[config.mk]
export PLATFORM = sky130hd
export DESIGN_NAME = ebus_responder
export DESIGN_NICKNAME = d
export VERILOG_FILES = /design/src/rtl/ebus_responder_pkg.sv /design/src/rtl/ebus_responder_fsm.sv /design/src/rtl/ebus_responder.sv
export SDC_FILE = /design/constraint.sdc
export NUM_CORES = 1
export LEC_CHECK = 0
export CORE_ASPECT_RATIO = 1.1
export CORE_MARGIN = 2
export CORE_UTILIZATION = 37
export CTS_CLUSTER_DIAMETER = 150
export DETAILED_ROUTE_END_ITERATION = 10
export GPL_TIMING_DRIVEN = 0
export PLACE_DENSITY = 0.76
export SYNTH_ARGS = -nofsm -noshare
export SYNTH_HDL_FRONTEND = slang
export SYNTH_HIERARCHICAL = 1
export SYNTH_SLANG_ARGS = --single-unit
export TNS_END_PERCENT = 100
[constraint.sdc]
create_clock -name eboxClk -period 2.7 [get_ports eboxClk]
set_input_delay 0.54 -clock eboxClk [delete_from_list [all_inputs] [get_ports eboxClk]]
set_output_delay 0.54 -clock eboxClk [all_outputs]
set_load 0.01 [all_outputs]
[src/rtl/ebus_responder_pkg.sv]
// ebus_responder_pkg: shared EBUS definitions for the generic responder.
// Holds the function code enum, bus widths, CONI register bit positions,
// the handshake state encoding and small decode helpers.
package ebus_responder_pkg;

    localparam int CS_W   = 7;
    localparam int DATA_W = 36;
    localparam int CNT_W  = 4;

    // CONO/CONI register bit positions, in EBUS bit numbering (bit 0 = MSB).
    localparam int CON_IE_BIT       = 30;
    localparam int CON_CLR_DONE_BIT = 31;
    localparam int CON_DONE_BIT     = 32;
    localparam int CON_PIA_MSB      = 33;
    localparam int CON_PIA_LSB      = 35;

    typedef enum logic [2:0] {
        FUNC_CONO  = 3'd0,
        FUNC_CONI  = 3'd1,
        FUNC_DATAO = 3'd2,
        FUNC_DATAI = 3'd3
    } ebus_func_e;

    typedef enum logic [1:0] {
        ST_IDLE,
        ST_WAIT,
        ST_XFER,
        ST_RELEASE
    } resp_state_e;

    // Function codes 4..7 are never answered by this device.
    function automatic logic func_answered(input logic [2:0] func);
        return ~func[2];
    endfunction

    // CONI and DATAI put data on the bus; CONO and DATAO take it.
    function automatic logic func_is_read(input ebus_func_e func);
        return (func == FUNC_CONI) || (func == FUNC_DATAI);
    endfunction

endpackage

[src/rtl/ebus_responder_fsm.sv]
// ebus_responder_fsm: demand/xfer handshake sequencer for the EBUS responder.
// Accepts a demand addressed to DEV_CS, waits XFER_DELAY cycles, raises xfer
// (and drvEn for reads) until demand drops, then releases the bus.
module ebus_responder_fsm
    import ebus_responder_pkg::*;
#(
    parameter logic [0:CS_W-1] DEV_CS     = 7'o0,
    parameter int unsigned     XFER_DELAY = 2     // 0..15
) (
    input  logic            clk_i,
    input  logic            rst_i,
    input  logic [0:CS_W-1] cs_i,
    input  logic [0:2]      func_i,
    input  logic            demand_i,
    output ebus_func_e      func_o,
    output logic            xfer_o,
    output logic            drv_en_o,
    output logic            enter_xfer_o,
    output logic            leave_xfer_o
);

    localparam logic [CNT_W-1:0] DELAY_INIT = CNT_W'(XFER_DELAY);

    resp_state_e      state_q;
    logic [CNT_W-1:0] cnt_q;
    ebus_func_e       func_q;
    logic             xfer_q;
    logic             drv_en_q;
    logic             accept;

    assign accept = (state_q == ST_IDLE) && demand_i && (cs_i == DEV_CS)
                    && func_answered(func_i);

    // Strobes for the register file: the edge that enters XFER performs the
    // write or captures read data; the edge that leaves XFER clears the bus.
    assign enter_xfer_o = (state_q == ST_WAIT) && demand_i && (cnt_q == '0);
    assign leave_xfer_o = (state_q == ST_XFER) && !demand_i;

    assign func_o   = func_q;
    assign xfer_o   = xfer_q;
    assign drv_en_o = drv_en_q;

    // Handshake state, delay counter, latched function and registered bus outputs.
    // A zero delay still spends one cycle in WAIT, so xfer always rises
    // XFER_DELAY+1 edges after the edge that accepted the demand.
    always_ff @(posedge clk_i) begin
        // NOTE: sequential state uses non-blocking assignments so every
        // register samples pre-edge values regardless of statement order.
        if (rst_i) begin
            state_q  <= ST_IDLE;
            cnt_q    <= '0;
            func_q   <= FUNC_CONO;
            xfer_q   <= 1'b0;
            drv_en_q <= 1'b0;
        end else begin
            case (state_q)
                ST_IDLE: begin
                    if (accept) begin
                        func_q  <= ebus_func_e'(func_i);
                        cnt_q   <= DELAY_INIT;
                        state_q <= ST_WAIT;
                    end
                end
                ST_WAIT: begin
                    if (!demand_i) begin
                        cnt_q   <= '0;
                        state_q <= ST_IDLE;
                    end else if (cnt_q == '0) begin
                        state_q  <= ST_XFER;
                        xfer_q   <= 1'b1;
                        drv_en_q <= func_is_read(func_q);
                    end else begin
                        cnt_q <= cnt_q - CNT_W'(1);
                    end
                end
                ST_XFER: begin
                    if (!demand_i) begin
                        state_q  <= ST_RELEASE;
                        xfer_q   <= 1'b0;
                        drv_en_q <= 1'b0;
                    end
                end
                ST_RELEASE: begin
                    state_q <= ST_IDLE;
                end
                default: begin
                    state_q <= ST_IDLE;
                end
            endcase
        end
    end

endmodule

[src/rtl/ebus_responder.sv]
// ebus_responder: generic KL10 EBUS I/O device (target end of EBUS transfers).
// Sinks CONO/DATAO into conReg/datReg, sources CONI/DATAI onto the bus and
// raises a PI request on its assigned level when done and enabled.
// Optional bus parity is built when EBUS_RESP_PARITY_EN is defined.
module ebus_responder
    import ebus_responder_pkg::*;
#(
    parameter logic [0:CS_W-1] DEV_CS     = 7'o0,
    parameter int unsigned     XFER_DELAY = 2
) (
    input  logic              eboxClk,
    input  logic              eboxReset,
    input  logic [0:CS_W-1]   EBUS_cs,
    input  logic [0:2]        EBUS_func,
    input  logic              EBUS_demand,
    input  logic [0:DATA_W-1] EBUS_dataIn,
`ifdef EBUS_RESP_PARITY_EN
    input  logic              EBUS_parityIn,
    output logic              drvParity,
    output logic              parityErr,
`endif
    output logic [0:DATA_W-1] drvData,
    output logic              drvEn,
    output logic              xfer,
    output logic [0:7]        piReq,
    output logic [18:35]      conReg,
    output logic [0:DATA_W-1] datReg
);

    ebus_func_e        func;
    logic              enter_xfer;
    logic              leave_xfer;
    logic              ie_q;
    logic              done_q;
    logic [2:0]        pia_q;
    logic [0:DATA_W-1] dat_q;
    logic [0:DATA_W-1] drv_data_q;
    logic [0:7]        pi_req;

    ebus_responder_fsm #(
        .DEV_CS     (DEV_CS),
        .XFER_DELAY (XFER_DELAY)
    ) u_fsm (
        .clk_i        (eboxClk),
        .rst_i        (eboxReset),
        .cs_i         (EBUS_cs),
        .func_i       (EBUS_func),
        .demand_i     (EBUS_demand),
        .func_o       (func),
        .xfer_o       (xfer),
        .drv_en_o     (drvEn),
        .enter_xfer_o (enter_xfer),
        .leave_xfer_o (leave_xfer)
    );

    // Only enable, done and PI level exist; every other CONI bit reads 0.
    assign conReg  = {12'b0, ie_q, 1'b0, done_q, pia_q};
    assign datReg  = dat_q;
    assign drvData = drv_data_q;
    assign piReq   = pi_req;

    // Register file: writes and read-data capture on the XFER entry edge,
    // bus data cleared on the edge that releases the bus.
    always_ff @(posedge eboxClk) begin
        // NOTE: datReg is visible and must read 0 after reset, so the data
        // register is reset along with the control bits.
        if (eboxReset) begin
            ie_q       <= 1'b0;
            done_q     <= 1'b0;
            pia_q      <= '0;
            dat_q      <= '0;
            drv_data_q <= '0;
        end else if (enter_xfer) begin
            case (func)
                FUNC_CONO: begin
                    ie_q  <= EBUS_dataIn[CON_IE_BIT];
                    pia_q <= EBUS_dataIn[CON_PIA_MSB:CON_PIA_LSB];
                    if (EBUS_dataIn[CON_CLR_DONE_BIT]) begin
                        done_q <= 1'b0;
                    end
                end
                FUNC_CONI: begin
                    drv_data_q <= {18'b0, conReg};
                end
                FUNC_DATAO: begin
                    dat_q  <= EBUS_dataIn;
                    done_q <= 1'b1;
                end
                FUNC_DATAI: begin
                    drv_data_q <= dat_q;
                    done_q     <= 1'b0;
                end
                default: begin
                end
            endcase
        end else if (leave_xfer) begin
            drv_data_q <= '0;
        end
    end

    // PI request: one-hot on the assigned level while done and enabled;
    // level 0 means no interrupt channel is assigned.
    always_comb begin
        // NOTE: default first so no path through this block infers a latch.
        pi_req = '0;
        if (ie_q && done_q && (pia_q != 3'd0)) begin
            pi_req[pia_q] = 1'b1;
        end
    end

`ifdef EBUS_RESP_PARITY_EN
    logic parity_err_q;
    logic bad_parity;

    // Odd parity: data plus parity bit must hold an odd number of ones.
    assign bad_parity = ~^{EBUS_dataIn, EBUS_parityIn};
    assign drvParity  = drvEn & ~^drv_data_q;
    assign parityErr  = parity_err_q;

    // Sticky parity error: set by a bad write, cleared by CONO bit 31.
    // The write itself still completes so software sees what arrived.
    always_ff @(posedge eboxClk) begin
        if (eboxReset) begin
            parity_err_q <= 1'b0;
        end else if (enter_xfer && ((func == FUNC_CONO) || (func == FUNC_DATAO))) begin
            if (bad_parity) begin
                parity_err_q <= 1'b1;
            end else if ((func == FUNC_CONO) && EBUS_dataIn[CON_CLR_DONE_BIT]) begin
                parity_err_q <= 1'b0;
            end
        end
    end
`else
    // Parity disabled: no parity ports and no parity state.
`endif

endmodule
* Word level (Yosys, flattened, before mapping)
Index checks and enable logic that the tools add are counted.
** Cells by class
- Add/sub/neg operators :: 1
- Magnitude comparators :: 2
- Eq/ne operators :: 14
- Muxes and demuxes :: 24
- Bitwise operators :: 2
- Reduce and logical (&&, ||, !) cells :: 28
** Operators with widths (count)
- 36-bit 2-to-1 mux :: 2
- 36-bit case mux with 2 select lines :: 1
- 4-bit 2-to-1 mux :: 3
- 1-bit logical AND :: 9
- 3-bit AND reduction :: 3
- 2-bit 2-to-1 mux :: 4
- 8-bit 2-to-1 mux :: 1
- 2-bit != test (second input constant) :: 4
- 2-bit case mux with 4 select lines :: 1
- 4-bit case mux with 2 select lines :: 1
- 2-bit AND reduction :: 4
- 7-bit logical NOT :: 1
- 1-bit 2-to-1 mux :: 7
- 3-bit by 2-bit == test with 1-bit output (second input constant) :: 2
- 3-bit != test (second input constant) :: 2
- 2-bit nonzero test :: 3
- 3-bit nonzero test :: 2
- 2-bit == test (second input constant) :: 2
- 4-bit >= comparator (second input constant) :: 1
- 4-bit logical NOT :: 1
- 4-bit by 1-bit < comparator with 1-bit output (second input constant) :: 1
- 3-bit inverter with 4-bit output :: 1
- 1-bit case mux with 2 select lines :: 2
- 4-bit AND reduction :: 1
- other kinds (12) :: 12
** Word-level totals
- Register bits :: 88
- Word-level logic and storage cells :: 81

* Longest topological paths before layout
Gate-level depths: netlist (run 1).
- Word-level depth :: 6
- Depth in mapped cells :: 10

* Hierarchy
The synthesis (run 1) kept the hierarchy.
** Modules (own cells, without submodules)
- ebus_responder :: times used 1, cells an instance 297, area an instance 2856.5 um^2, seq. area each 1541.5 um^2
- ebus_responder_fsm :: times used 1, cells an instance 63, area an instance 571.8 um^2, seq. area each 220.2 um^2

* Worst setup path before layout (run 1)
OpenSTA, ideal clock, no wires.
- Path kind :: register to register
- Start :: reg u_fsm.cnt_q[0]
- End :: reg drv_data_q, in the netlist drvData[1]
- Library setup time :: 0.059 ns
- Arrival time :: 1.968 ns
- Required time :: 2.641 ns
- Slack :: 0.673 ns
- Cell stages (with the launch flop) :: 10
- Buffers on the path :: 1
- Clock period less this slack :: 2.027 ns
- Cell sequence :: dfxtp_1 > inv_1 > ha_1 > nor3b_1 > nand3_1 > inv_1 > inv_2 > a221oi_4 > buf_6 > a22o_1
** On the way
- Longest elaborated chain between the ends :: 4
- Elaborated cells on any way between the ends :: 6
** RTL lines
- from (decl) :: RTL line ebus_responder_fsm.sv:25 : logic [CNT_W-1:0] cnt_q;
- from (signal assigned) :: RTL line ebus_responder_fsm.sv:73 : cnt_q <= cnt_q - CNT_W'(1);
- 4-bit logical NOT (*) :: RTL line ebus_responder_fsm.sv:36 : assign enter_xfer_o = (state_q == ST_WAIT) && demand_i && (cnt_q == '0);
- 1-bit logical AND (*) :: RTL line ebus_responder_fsm.sv:36
- net enter_xfer :: RTL line ebus_responder.sv:31 : logic enter_xfer;
- 3-bit by 1-bit != test with 1-bit output (no line) or 2-bit nonzero test (tied branches)
- 2-bit AND reduction (no line)
- to (signal assigned) :: RTL line ebus_responder.sv:83 : drv_data_q <= {18'b0, conReg};
- to (signal assigned) :: RTL line ebus_responder.sv:90 : drv_data_q <= dat_q;
- to (decl) :: RTL line ebus_responder.sv:37 : logic [0:DATA_W-1] drv_data_q;
Mark *: on every way through the listed nets, which the timed path passes. The rest lies on a longest branch.
A chain may end at the register's enable or synchronous reset.

* Final worst setup path (run 1)
- Start :: reg u_fsm.cnt_q[0]
- End :: reg dat_q, in the netlist datReg[35]
** On the way
- Longest elaborated chain between the ends :: 3
** RTL lines
- 4-bit logical NOT :: RTL line ebus_responder_fsm.sv:36
- 1-bit logical AND :: RTL line ebus_responder_fsm.sv:36
- net enter_xfer :: RTL line ebus_responder.sv:31
- 2-bit AND reduction (no line)
- to (signal assigned) :: RTL line ebus_responder.sv:86 : dat_q <= EBUS_dataIn;
- to (decl) :: RTL line ebus_responder.sv:36 : logic [0:DATA_W-1] dat_q;
The timed path passes the listed nets, and every way through them passes these cells.

==> results of run 1 <==
-- worst max-delay path by stage --
stage / depth (start not counted) / end / slack, ns / from
after floorplan: 9 / drvData[1] / 0.67 / u_fsm/cnt_q[0]
after detailed placement: 7 / drvData[3] / 0.13 / EBUS_demand
after global placement: 7 / drvData[5] / 0.14 / EBUS_demand
final: 10 / datReg[35] / 0.24 / u_fsm/cnt_q[0]
after CTS: 9 / drvData[20] / 0.16 / u_fsm/cnt_q[0]
after global routing: 10 / datReg[25] / 0.01 / u_fsm/cnt_q[0]
-- flip-flops by register name, summed over array words and instances (netlist names), named ones only --
signal          flops
datReg             36
drvData            36
u_fsm/cnt_q         4
pia_q               3
u_fsm/func_o        3
done_q              1
ie_q                1
u_fsm/drv_en_o      1
u_fsm/state_q       1
u_fsm/xfer_o        1
-- layout make-up --
type	instances	share of cell area, %
flip-flops and latches	88	33.9
multi-input cells	239	27.5
repair buffers	138	26.4
plain buffers	38	4.91
well taps	114	2.75
clock buffers	11	2.72
clock inverters	5	1.23
inverters	8	0.578
-- synth_stat cells, types with 4 or more instances --
cell       number
inv_1           7
nor2_1          9
buf_4          21
o2bb2ai_1       5
buf_2           9
a21oi_1        42
dfxtp_1        88
a22o_1         31
nor2b_1         5
nand2b_1        5
nor3_1          4
mux2i_1        10
clkbuf_1        5
nand3b_1        4
nand2_1        75
-- routing by layer --
layer	routed length (um)	up-vias	part of all wire (%)
met2	4540	126	49
li1	-	1550	-
met5	0	-	0
met4	111	0	1.2
met3	789	11	8.5
met1	3820	1447	41
-- cell families (layout without fill, tap and decap cells) --
| family | after synthesis | count (layout) |
|---|---|---|
| and+or+nand+nor | 122 | 122 |
| AOI/OAI and AO/OA | 91 | 91 |
| DFF | 88 | 88 |
| buffers and inverters | 46 | 200 |
| muxes | 10 | 10 |
| adders and majority gates | 2 | 2 |
| other | 1 | 14 |
-- stage by stage --
step | area (um2) | power, uW | hold slack [ns]
final | 5200 | 2370 | 0.460
after global routing | 5200 | 2460 | 0.486
after CTS | 5170 | 2390 | 0.463
after detailed placement | 4960 | 1470 | 0.451
after global placement | 4960 | 1460 | 0.446
after floorplan | 3480 | 1380 | 0.448
-- report_power, final --
group / switching, uW / internal [uW] / leakage (uW)
Clock: 472 / 462 / 0.000101
Sequential: 0.196 / 1300 / 0.000708
Combinational: 54.3 / 89.6 / 0.00106
Total: 526 / 1850 / 0.00187
-- critical path, stage by stage, from the launching register on --
cell      delay (ns)
dfxtp_1         0.33
inv_1           0.10
ha_1            0.19
nor3b_1         0.42
nand3_1         0.23
inv_1           0.21
and4bb_1        0.22
buf_2           0.20
buf_2           0.27
nand2_1         0.08
a21oi_1         0.14
-- what timing repair did --
action                                  4_1_cts  5_1_grt
buffers inserted                              0        4
endpoints found under the setup margin        0       30
resized for setup                             0        0
==> reports/qor.csv, run 1 <==
metric;value;unit
critPathCaptureType;flop;
crit_required;2.98;ns
min_path_type;flop to flop;
synthCells;360;
grtUsageMet3;4.54;%
first_iter_violations;95;
final_cell_mix;134 x clkdlybuf4s50_1, 88 x dfxtp_1, 75 x nand2_1;
hold_path_depth;2;
cts_hold_buf;0;
synth_top_cell_by_area;dfxtp_1;
fmax;0.406;GHz
seq_area;1760;um2
synth_top_area_share;51.4;%
drt-pass1-iter-count;4;
io_buffer_count;134;
ys_ff_latch;88;
setup-tns-final;0;ns
power.leakage;0.00187;uW
row_count;36;
yosysSeqAreaShare;51.4;%
drive_above_1_share;11.6;%
final_common_cell;clkdlybuf4s50_1;
met1_usage;22.4;%
r2r_end;datReg[35];
rr_worst_depth;10;
syn2layout_area_growth;51.6;%
synth_cell_types;44;
crit_arrival;2.74;ns
synthAdderAreaFrac;0.730;%
power_density;457;nW/um2
synth.top_cells.by_area;dfxtp_1 51%, nand2_1 8.2%, a22o_1 7.9%, a21oi_1 6.1%, buf_4 4.6%;
wl_per_cell;14.4;um
place_ws;0.132;ns
grt_pass1_vias;2961;
synthFlopType;dfxtp_1;
multi_input_area;1430;um2
peakVddDrop;0.274;mV
synth_top_family_by_area;compound AO/OA/AOI/OAI gates;
post-route-period-util;91.1;%
grt_start_max_net_pins;16;
timing.final.hold_violations;0;
synth_edf_count;0;
final_util;58.3;%
rrSetupSlack;0.24;ns
htree_levels;3;
grt_use_total;18.4;%
place.gp.congestion;0.809;
initial_core_util;38.4;%
die-area;10100;um2
startpoint_type;flop;
clk_pin_slew;0.09;ns
overflow;0;
n_antenna_cell;0;
root_buffer;clkbuf_8;
slew_headroom;66.0;%
routed_via_density;4.89;
outcome;completed;
synthesis.area;3430;um2
period_needed;2.46;ns
r2r_start;u_fsm/cnt_q[0];
clock_skew;0.0124;ns
io_pins;149;
worstMarginPinSlew;0.509;ns
die-height;105;um
synthXorXnorAreaFrac;0;%
drtAntennaViolNets;0;
yosys.area_share.simple;17.8;%
synth_compound_area_share;18.7;%
antenna_found_initial;0;
final-setup-viol-count;0;
fillerInstances;794;
fin_nets;573;
numCtsBuffers;9;
synthArstFlopShare;0;%
drt-total-wl;9260;um
die_x;95.8;um
setup_slack;0.240;ns
crit_fanout;10;
grt_pass1_wl;14500;um
slew_viol_final;0;
dp_hpwl;7000;um
drv_cap;0;
synth_mux_area_share;2.92;%
worstSkewPairLatency;0.35;ns
hold_start;u_fsm/xfer_o;
avgSynthCellArea;9.52;um2
hold_end;u_fsm/xfer_o;
clkSinkCount;88;
met2_usage;31.2;%
core;8920;um2
yosysWarnings;6;
place_inst;621;
cts_buffer_depth;2;
vias;3134;
crit_type;flop to flop;
rsz0062_at_grt;false;
remaining_drc_errors;0;
cts_tree;yes;
final-instance-count-excl-fill;641;
grt_busiest_layer;met2;
No activity file was read; power rests on OpenSTA's default activity.
==> run 2, diff against run 1 <==
--- a/config.mk
+++ b/config.mk
@@ -12,6 +12,7 @@
 export DETAILED_ROUTE_END_ITERATION = 10
 export GPL_TIMING_DRIVEN = 0
 export PLACE_DENSITY = 0.76
+export SLEW_MARGIN = 10
 export SYNTH_ARGS = -nofsm -noshare
 export SYNTH_HDL_FRONTEND = slang
 export SYNTH_HIERARCHICAL = 1
==> results of run 2 <==
Final layout, timing and power as in run 1 (identical DEF).
==> RTL change 1, RTL diff (settings of run 1) <==
`CNT_W`: 4 -> 6.
--- a/src/rtl/ebus_responder_pkg.sv
+++ b/src/rtl/ebus_responder_pkg.sv
@@ -7,3 +7,3 @@
     localparam int DATA_W = 36;
-    localparam int CNT_W  = 4;
+    localparam int CNT_W  = 6;
 
Formal check against the unedited RTL: no difference found for any inputs over 10 cycles, from zero or initial values and one cycle with eboxReset high; that may be too few to reach the edited logic, so the function may still have changed.
==> RTL change 1 against run 1 <==
- total power rose by 3.9%
- sequential cell count increased by 2
- worst hold slack better by 0.012 ns
- synthesized area is 4.5% higher
- largest power group unchanged
- wire length increased by 3.2%
- core utilization decreased by 1.5 points
- highest routed layer unchanged
- final area up 2.7%
- non-clock buffer count down 5
- worst setup slack worse by 0.014 ns
- die area up 4.3%
==> RTL change 1: results (changes against run 1) <==
[critical_path]
required_ns = 3.00  ; +0.02 ns
slowest_delay_ns = 0.59  ; +0.17 ns
rr_worst_depth = 9  ; -1
cpMaxStageDelayCell = clkdlybuf4s50_1

[hold_path]
min_path_cells = 1  ; -1

[detailed_routing]
vias = 3227  ; +3.0%
met1_length_mm = 4.014  ; +5.2%
wl_met3_um = 526  ; -33%
drtIter0Drc = 107  ; +13%
wirelength_mm = 9.557  ; +3.2%

[sta]
finClkSkew_ns = 0.01362  ; +0.001205 ns
tightest_slew_ns = 0.5804  ; +0.07093 ns

[layout]
final.fill_count = 835  ; +5.2%
final_cells = 661  ; +3.1%
drive_gt1_share_pct = 11.03  ; -0.55 points

[yosys]
synth.distinct_cells = 49  ; +11%
synthTopCellsByCount = 90 x dfxtp_1, 78 x nand2_1, 45 x a21oi_1
synth-compound-area-share_pct = 19.66  ; +0.94 points
ys_seq_area_share_pct = 50.30  ; -1.1 points
syn_area_per_cell_um2 = 9.402  ; -1.3%

[placed_design]
dpl_cell_area_um2 = 5119  ; +3.2%
gp_congestion = 0.8412  ; +4.0%
dp.cells = 645  ; +3.9%

[pwr]
power.switching_fraction_pct = 21.45  ; -0.71 points
ir_worst_vdd_mv = 0.2366  ; -13%

[status]
status = completed

[grt]
grt_first_pass_wirelength_mm = 15.15  ; +4.3%

## RTL change 1: cell count changes after synthesis, sizes merged, moves of 3 or more
cell   change
nor2      +10
o21ai      +3
nand2      +4
a21oi      +3
## RTL change 1: cell type report
type	instances	area share, %
clock inverter	6	1.688
sequential	90	33.76
inverter	8	0.5627
buffer	37	4.853
tap	117	2.743
timing repair buffer	134	25.13
clock buffer	10	2.392
multi-input combinational	259	28.86
## RTL change 1: worst paths after layout
| kind | from | endpoint | slack [ns] |
|---|---|---|---|
| max | EBUS_demand | drvData[3] | 0.23 |
| max reg2reg | u_fsm/cnt_q[0] | drvData[3] | 0.25 |
| min | drvData[33] | drvData[33] | 0.47 |
| min reg2reg | drvData[33] | drvData[33] | 0.47 |
## RTL change 1: metrics by stage
stage	setup WS (ns)	hold slack, ns	TNS (ns)	util [%]
final	0.2262	0.4714	0	56.78
after floorplan	0.7001	0.4617	0	-
after detailed placement	-0.1773	0.4523	-5.561	54.47
after global placement	-0.1343	0.4519	-3.766	54.47
after global routing	0.002392	0.4941	0	56.78
after CTS	0.1998	0.4766	0	56.78
## RTL change 1: per-layer routing
metal	up-vias	GRT usage (%)
met5	-	0
li1	1610	-
met2	93	31.23
met1	1508	20.77
met3	16	6.063
met4	0	6.349
## RTL change 1: power groups by stage
stage / Combinational, µW / Clock [µW] / Sequential (µW)
2_1_floorplan: 55.0 / 0 / 1360
3_3_place_gp: 139 / 0 / 1360
3_5_place_dp: 140 / 0 / 1360
4_1_cts: 141 / 1030 / 1330
5_1_grt: 150 / 1080 / 1330
6_report: 141 / 999 / 1330
## RTL change 1: cell families after synthesis
family                   after synthesis
adder cells (fa/ha/maj)                2
other                                  1
flip-flops                            90
multiplexers                          12
AO/OA/AOI/OAI                         99
buffers and inverters                 45
AND/OR/NAND/NOR                      132
==> RTL change 2, RTL diff (settings of run 1) <==
Without the edit above. Register the input `EBUS_cs` before use. The logic sees it one clock later. The other inputs are not delayed to match.
--- a/src/rtl/ebus_responder.sv
+++ b/src/rtl/ebus_responder.sv
@@ -29,2 +29,8 @@
 
+    logic [0:CS_W-1] EBUS_cs_q;
+
+    always_ff @(posedge eboxClk) begin
+        EBUS_cs_q <= EBUS_cs;
+    end
+
     ebus_func_e        func;
@@ -45,3 +51,3 @@
         .rst_i        (eboxReset),
-        .cs_i         (EBUS_cs),
+        .cs_i         (EBUS_cs_q),
         .func_i       (EBUS_func),
Formal check against the unedited RTL: not equivalent (Yosys sat finds a counterexample within 10 cycles, from zero or initial values and one cycle with eboxReset high).
==> RTL change 2 against run 1 <==
- core utilization fell by 1.2 points
- combinational power about the same
- wire length grew 2.5%
- worst setup slack improved by 0.13 ns
- global-route usage down 0.72 points
- sequential share of layout area increased by 1.8 points
- total power increased by 5.3%
- die area increased by 3.8%
- final area is 2.6% higher
- synthesized area up 3.9%
- sequential cell count is 7 higher
- worst hold slack gained 0.014 ns
- final cell count grew 1.2%
- largest cell class unchanged
==> RTL change 2: results (changes against run 1) <==
[status]
status = completed

[yosys]
synthAdderAreaFrac_pct = 0.7022  ; -0.028 points
synth_mux_area_share_pct = 2.809  ; -0.11 points
synthTopCellsByCount = 95 x dfxtp_1, 75 x nand2_1, 42 x a21oi_1
yosys_warnings = 6  ; unchanged
ys_seq_area_share_pct = 53.37  ; +2.0 points
synth-compound-area-share_pct = 18.01  ; -0.71 points
syn_area_per_cell_um2 = 9.710  ; +2.0%
synthTopCellsByArea = dfxtp_1 53%, nand2_1 7.9%, a22o_1 7.6%, a21oi_1 5.9%, buf_4 4.0%

[placed_design]
io_buffers = 134  ; unchanged
dp.cells = 631  ; +1.6%
dp_hpwl_mm = 7.102  ; +1.5%
gp_congestion = 0.7796  ; -3.6%
place_ws_ns = -0.01139  ; -0.1431 ns
dpl_cell_area_um2 = 5100  ; +2.8%

[pwr]
ir_worst_vdd_mv = 0.3106  ; +14%
p_int_uw = 1935  ; +4.7%
power_leakage_uw = 0.001920  ; +2.9%

[detailed_routing]
wirelength_mm = 9.496  ; +2.5%
drtIter0Drc = 100  ; +5.3%
routedWlPerCell_um = 14.63  ; +1.3%
vias = 3197  ; +2.0%

[sta]
tightest_slew_ns = 0.6028  ; +0.09332 ns
finClkSkew_ns = 0.01396  ; +0.001541 ns

[grt]
grt_max_degree = 18  ; +2
grt_pass1_vias = 3059  ; +3.3%
grtUsageTotal_pct = 17.64  ; -0.72 points
grt_first_pass_wirelength_mm = 14.82  ; +2.0%

[critical_path]
critPathTopFamily = buffers and inverters
startpoint = u_fsm/cnt_q[0]
cpMaxStageDelayCell = dfxtp_1
worstPathArrival_ns = 2.62  ; -0.12 ns
slowest_delay_ns = 0.33  ; -0.09 ns

[cts]
numCtsBuffers = 9  ; unchanged
htreeDepth = 3  ; unchanged
cts_buffer_depth = 2  ; unchanged

[hold_path]
min_from = drvData[32]

[layout]
fin_nets = 578  ; +0.87%
drive_gt1_share_pct = 11.47  ; -0.11 points

## RTL change 2: changes by cell type after synthesis
| cell | before | now |
|---|---|---|
| buf_2 | 9 | 11 |
| buf_4 | 21 | 19 |
| dfxtp_1 | 88 | 95 |
## RTL change 2: cell families after synthesis
logic type      Yosys count
compound gates           91
flops                    95
other cells               1
mux                      10
fa+ha+maj                 2
buf+inv                  46
simple gates            122
## RTL change 2: repair_timing
item	4_1_cts	5_1_grt
endpoints found under the setup margin	0	33
gates resized for setup	0	1
buffers inserted	0	2
## RTL change 2: area by class of cell
| type | count | area [µm²] |
|---|---|---|
| Fill cell | 840 | 4018 |
| Inverter | 8 | 30.03 |
| Clock inverter | 7 | 77.57 |
| Timing Repair Buffer | 136 | 1369 |
| Sequential cell | 95 | 1902 |
| Clock buffer | 9 | 123.9 |
| Tap cell | 117 | 146.4 |
| Buffer | 38 | 250.2 |
| Multi-Input combinational cell | 239 | 1435 |
## RTL change 2: power groups by stage
| stage | clock (µW) | sequential (µW) | combinational (µW) |
|---|---|---|---|
| floorplan | 0 | 1440 | 52.5 |
| global placement | 0 | 1440 | 138 |
| detailed placement | 0 | 1440 | 138 |
| CTS | 986 | 1410 | 139 |
| global route | 1050 | 1410 | 154 |
| finish | 950 | 1410 | 144 |
## RTL change 2: per-layer routing
layer,GRT usage [%],up-vias,part of all wire (%)
met2,29.31,133,49
met4,5.556,0,1.5
met5,0,-,0
li1,-,1565,-
met1,22.08,1484,42
met3,5.346,15,7.4
## RTL change 2: path summary, 6_finish.rpt
check	cells after the start	endpoint	slack (ns)
min	1	drvData[32]	0.47
max	10	datReg[33]	0.37
min reg2reg	1	drvData[32]	0.47
max reg2reg	10	datReg[33]	0.37
